`src/rtl/arith_unit_seq.sv`:
```
// rtl/arith_unit_seq.sv - sign-magnitude add/sub/mul/div unit with a multi-cycle restoring divider
module arith_unit_seq #(
    parameter int W = 16
) (
    input  logic         clock,
    input  logic         reset,
    input  logic [W:0]   a,
    input  logic [W:0]   b,
    input  logic [1:0]   opcode,
    input  logic         start,
    input  logic         clear,
    output logic         busy,
    output logic         done,
    output logic [W:0]   answer,
    output logic         ovw,
    output logic         dz
);

    localparam int CW = $clog2(W + 1);

    typedef enum logic {
        IDLE,
        DIV
    } state_t;

    state_t         state, state_next;
    logic [W:0]     answer_q, answer_n;
    logic           ovw_q, ovw_n;
    logic           dz_q, dz_n;
    logic           done_q, done_n;
    logic [CW-1:0]  counter_q, counter_n;
    logic [W-1:0]   rem_q, rem_n;
    logic [W-1:0]   quo_q, quo_n;
    logic [W-1:0]   divisor_q, divisor_n;
    logic           sign_q, sign_n;

    // Add/sub in two's complement with two guard bits so |a|+|b| cannot wrap.
    logic [W+1:0]   a_tc, b_tc, sum_tc, sum_mag;
    logic           as_ovf;
    logic [2*W-1:0] product;
    logic           mul_ovf;

    assign a_tc    = a[W] ? ({(W+2){1'b0}} - {2'b00, a[W-1:0]}) : {2'b00, a[W-1:0]};
    assign b_tc    = b[W] ? ({(W+2){1'b0}} - {2'b00, b[W-1:0]}) : {2'b00, b[W-1:0]};
    assign sum_tc  = (opcode == 2'b10) ? (a_tc - b_tc) : (a_tc + b_tc);
    assign sum_mag = sum_tc[W+1] ? ({(W+2){1'b0}} - sum_tc) : sum_tc;
    assign as_ovf  = |sum_mag[W+1:W];

    assign product = {{W{1'b0}}, a[W-1:0]} * {{W{1'b0}}, b[W-1:0]};
    assign mul_ovf = |product[2*W-1:W];

    // One restoring step: partial remainder never exceeds the divisor, so W bits hold it.
    logic [W:0]     rem_shift;
    logic [W-1:0]   rem_sub;
    logic           rem_ge;
    logic [W-1:0]   quo_step;

    assign rem_shift = {rem_q, quo_q[W-1]};
    assign rem_ge    = rem_shift >= {1'b0, divisor_q};
    assign rem_sub   = rem_shift[W-1:0] - divisor_q;
    assign quo_step  = {quo_q[W-2:0], rem_ge};

    always_ff @(posedge clock) begin
        if (reset) begin
            state     <= IDLE;
            answer_q  <= '0;
            ovw_q     <= 1'b0;
            dz_q      <= 1'b0;
            done_q    <= 1'b0;
            counter_q <= '0;
            rem_q     <= '0;
            quo_q     <= '0;
            divisor_q <= '0;
            sign_q    <= 1'b0;
        end else begin
            state     <= state_next;
            answer_q  <= answer_n;
            ovw_q     <= ovw_n;
            dz_q      <= dz_n;
            done_q    <= done_n;
            counter_q <= counter_n;
            rem_q     <= rem_n;
            quo_q     <= quo_n;
            divisor_q <= divisor_n;
            sign_q    <= sign_n;
        end
    end

    always_comb begin
        state_next = state;
        answer_n   = answer_q;
        ovw_n      = ovw_q;
        dz_n       = dz_q;
        done_n     = 1'b0;
        counter_n  = counter_q;
        rem_n      = rem_q;
        quo_n      = quo_q;
        divisor_n  = divisor_q;
        sign_n     = sign_q;

        case (state)
            IDLE: begin
                if (clear) begin
                    ovw_n = 1'b0;
                    dz_n  = 1'b0;
                end
                if (start) begin
                    case (opcode)
                        2'b00, 2'b10: begin
                            done_n = 1'b1;
                            if (as_ovf) begin
                                answer_n = '0;
                                ovw_n    = 1'b1;
                            end else begin
                                answer_n = {sum_tc[W+1] & (|sum_mag[W-1:0]), sum_mag[W-1:0]};
                            end
                        end
                        2'b01: begin
                            done_n = 1'b1;
                            if (mul_ovf) begin
                                answer_n = '0;
                                ovw_n    = 1'b1;
                            end else begin
                                answer_n = {(a[W] ^ b[W]) & (|product[W-1:0]), product[W-1:0]};
                            end
                        end
                        default: begin
                            if (b[W-1:0] == '0) begin
                                done_n   = 1'b1;
                                answer_n = '0;
                                ovw_n    = 1'b1;
                                dz_n     = 1'b1;
                            end else begin
                                rem_n      = '0;
                                quo_n      = a[W-1:0];
                                divisor_n  = b[W-1:0];
                                sign_n     = a[W] ^ b[W];
                                counter_n  = CW'(W);
                                state_next = DIV;
                            end
                        end
                    endcase
                end
            end
            DIV: begin
                rem_n     = rem_ge ? rem_sub : rem_shift[W-1:0];
                quo_n     = quo_step;
                counter_n = counter_q - 1'b1;
                if (counter_q == CW'(1)) begin
                    answer_n   = {sign_q & (|quo_step), quo_step};
                    done_n     = 1'b1;
                    state_next = IDLE;
                end
            end
            default: state_next = IDLE;
        endcase
    end

    assign busy   = (state == DIV);
    assign done   = done_q;
    assign answer = answer_q;
    assign ovw    = ovw_q;
    assign dz     = dz_q;

endmodule

```
`config.mk`:
```
export PLATFORM = sky130hd
export DESIGN_NAME = arith_unit_seq
export DESIGN_NICKNAME = d
export VERILOG_FILES = /design/src/rtl/arith_unit_seq.sv
export SDC_FILE = /design/constraint.sdc
export NUM_CORES = 1
export LEC_CHECK = 0
export BUFFER_PORTS_ARGS = -buffer_cell sky130_fd_sc_hd__buf_2
export CAP_MARGIN = 20
export CORE_ASPECT_RATIO = 1.25
export CORE_UTILIZATION = 50
export CTS_BUF_LIST = sky130_fd_sc_hd__clkbuf_8
export CTS_CLUSTER_DIAMETER = 120
export DETAILED_ROUTE_END_ITERATION = 10
export PLACE_DENSITY_LB_ADDON = 0.2
export SLEW_MARGIN = 15
export SYNTH_ARGS = -nofsm -noshare
export SYNTH_HDL_FRONTEND = slang
export SYNTH_SLANG_ARGS = --single-unit
```
`constraint.sdc`:
```
create_clock -name clock -period 9.6 [get_ports clock]
set_input_delay 1.44 -clock clock [delete_from_list [all_inputs] [get_ports clock]]
set_output_delay 1.44 -clock clock [all_outputs]
set_load 0.05 [all_outputs]
```
==> results.json <==
{
  "die_area_mm2": 0.03219,
  "grt_pass1_vias": 13900,
  "post_cts_buffers": 0,
  "dr_wl_met3_um": 2209,
  "fin_nets": 2328,
  "synthArstFlopShare_pct": 0,
  "relSlewSlack_pct": 26.72,
  "crit_type": "primary input to flip-flop",
  "synth_top_area_share_pct": 24.94,
  "gr-usage-all-layers_pct": 28.34,
  "ctsHoldBuffers": 0,
  "netlist_area_mm2": 0.01574,
  "fp.dieW_um": 160.7,
  "wl_met2_um": 22220,
  "worst_pin_slew_ps": 1091,
  "diodes": 0,
  "cp_max_fo": 27,
  "clock_sinks": 75,
  "vdd_drop_max_uv": 575.2,
  "synth_ff_type": "dfxtp_1",
  "synth_nets": 2360,
  "fin_ws_ps": 1464,
  "startpoint_type": "primary input",
  "synth-edff-count": 0,
  "period_share_pct": 84.75,
  "final-setup-viol-count": 0,
  "fin_crit_ps": 8136,
  "pre_cts_slack_ps": 1154,
  "die_height_um": 200.3,
  "clk_path_buf_depth": 2,
  "p_leak_nw": 7.288,
  "final-hold-violation-count": 0,
  "final_util_pct": 52.96,
  "syn_inst": 1981,
  "postSynthAreaPerCell_um2": 7.943,
  "start_util_pct": 50.78,
  "arrival_ps": 8390,
  "grt_max_degree": 65,
  "clock_latency_ps": 350,
  "cts.clk_slew.worst_paths_ps": 80,
  "maxSlewViolCount": 0,
  "ys_top_cells_by_count": "nand2_1 (305), inv_1 (252), fa_1 (196)",
  "cp-end-kind": "flip-flop",
  "synth_cell_type_count": 89,
  "core-area_mm2": 0.03099,
  "cts_tree": "built",
  "design_power_total_mw": 5.744,
  "io_pins": 61,
  "drive_gt1_share_pct": 6.708,
  "cts_buffers": 9,
  "std_cell_rows": 72,
  "powerDensity_mw_per_mm2": 350.0,
  "placed_cells": 2345,
  "yosysWarnings": 0,
  "cts_root_buf": "clkbuf_8",
  "dr.max_layer_used": "met4",
  "synth-seq-area-share_pct": 9.542,
  "fmax_mhz": 122.9,
  "yosys-top-cells-area": "fa_1 (25%), ha_1 (11%), dfxtp_1 (9.5%)",
  "place_congestion": 0.9120,
  "stdcell_count": 2360,
  "cts_resized": 0,
  "area_growth_pct": 4.310,
  "hp-class": "flip-flop to flip-flop",
  "place_area_mm2": 0.01621,
  "viasPerCell": 5.873,
  "hold-worst-slack_ps": 458.7,
  "worst_ep_required_time_ps": 9850,
  "avgRoutedWirePerCell_um": 18.82,
  "io_buffers": 60,
  "final_cell_area_mm2": 0.01641,
  "hpwl_um": 34650,
  "wl_um": 44420,
  "rrSetupSlack_ps": 5950,
  "drv_cap": 0,
  "status": "completed",
  "synth.most_common_cell": "nand2_1",
  "drt-pass1-iter-count": 5,
  "rsz0062_at_grt": "false",
  "h-tree-depth": 3,
  "drcViolationCount": 0,
  "tns_ps": 0,
  "wl_met1_um": 18440,
  "skew_ps": 15.61,
  "vias": 13860,
  "yosysTopAreaCell": "fa_1",
  "final_antenna_net_count": 0,
  "antenna_found_initial": 0,
  "synth_seq_cells": 75,
  "grt_pass1_wl_um": 72940,
  "grt_overflow": 0,
  "drt_iter0_markers": 1102
}
-- placed cells by master, fill, tap and decap left out, types with 27 or more instances in the layout --
cell type / Yosys / layout
buf_2: 7 / 60
xor2_1: 40 / 40
nand2_1: 305 / 305
dfxtp_1: 75 / 75
a21oi_1: 106 / 105
o21ai_0: 71 / 71
fa_1: 196 / 196
and2_1: 112 / 112
nand4_1: 30 / 30
inv_1: 252 / 254
nor2_1: 98 / 97
xnor2_1: 55 / 55
ha_1: 143 / 143
nor3_1: 28 / 27
-- layer usage --
| layer | global-route usage, % | vias up |
|---|---|---|
| li1 | - | 6525 |
| met1 | 36.01 | 6807 |
| met3 | 2.568 | 88 |
| met5 | 0 | - |
| met2 | 49.58 | 440 |
| met4 | 10.61 | 0 |
-- power by group --
| part | internal, mW | switching (mW) |
|---|---|---|
| clock network | 0.144 | 0.122 |
| logic | 1.99 | 3.14 |
| registers | 0.336 | 0.0186 |
| total | 2.47 | 3.28 |
-- state kept, by name (all words and copies together) (netlist names) --
signal	count
answer	17
busy	1
counter_q	5
divisor_q	16
done	1
dz	1
ovw	1
quo_q	16
rem_q	16
sign_q	1
-- path summary, 6_finish.rpt --
check | from | to | depth (start not counted)
setup / recovery | b[2] | answer[10]$_SDFFE_PP0P_ | 22
hold / removal | sign_q$_SDFFE_PP0P_ | sign_q$_SDFFE_PP0P_ | 2
setup reg to reg | divisor_q[1]$_SDFFE_PP0P_ | answer[16]$_SDFFE_PP0P_ | 13
hold reg to reg | sign_q$_SDFFE_PP0P_ | sign_q$_SDFFE_PP0P_ | 2
-- critical path, cell delays in order --
cell,delay [ps]
buf_2,480
nand2_1,160
fa_1,520
fa_1,550
inv_1,60
fa_1,490
fa_1,510
fa_1,490
inv_1,50
fa_1,470
inv_1,40
ha_1,350
and2_1,210
a2111o_1,390
o21ai_0,520
a2bb2oi_1,310
a21oi_1,110
xor2_1,180
nor4_2,290
buf_4,300
nand4b_1,150
a311oi_2,280
-- layout make-up --
type                       instances  area [µm²]
inverter                         252       945.9
sequential                        75        1501
clock inverter                     6       83.83
multi-input combinational       1538       12850
tap                              407       509.2
fill                            2936       14580
clock buffer                       9       123.9
timing repair buffer              73       397.9
-- logic make-up after synthesis --
kind of cell               count (synthesis)  share of synthesized area (%)
muxes                                     17                          1.097
buffers and inverters                    368                          8.858
DFF                                       75                          9.542
xor gates and xnor gates                  99                          5.701
adders and majority gates                339                          36.31
and+or+nand+nor                          720                          22.67
AOI/OAI and AO/OA                        363                          15.82
Note: power is estimated with default switching activity, not from simulation.
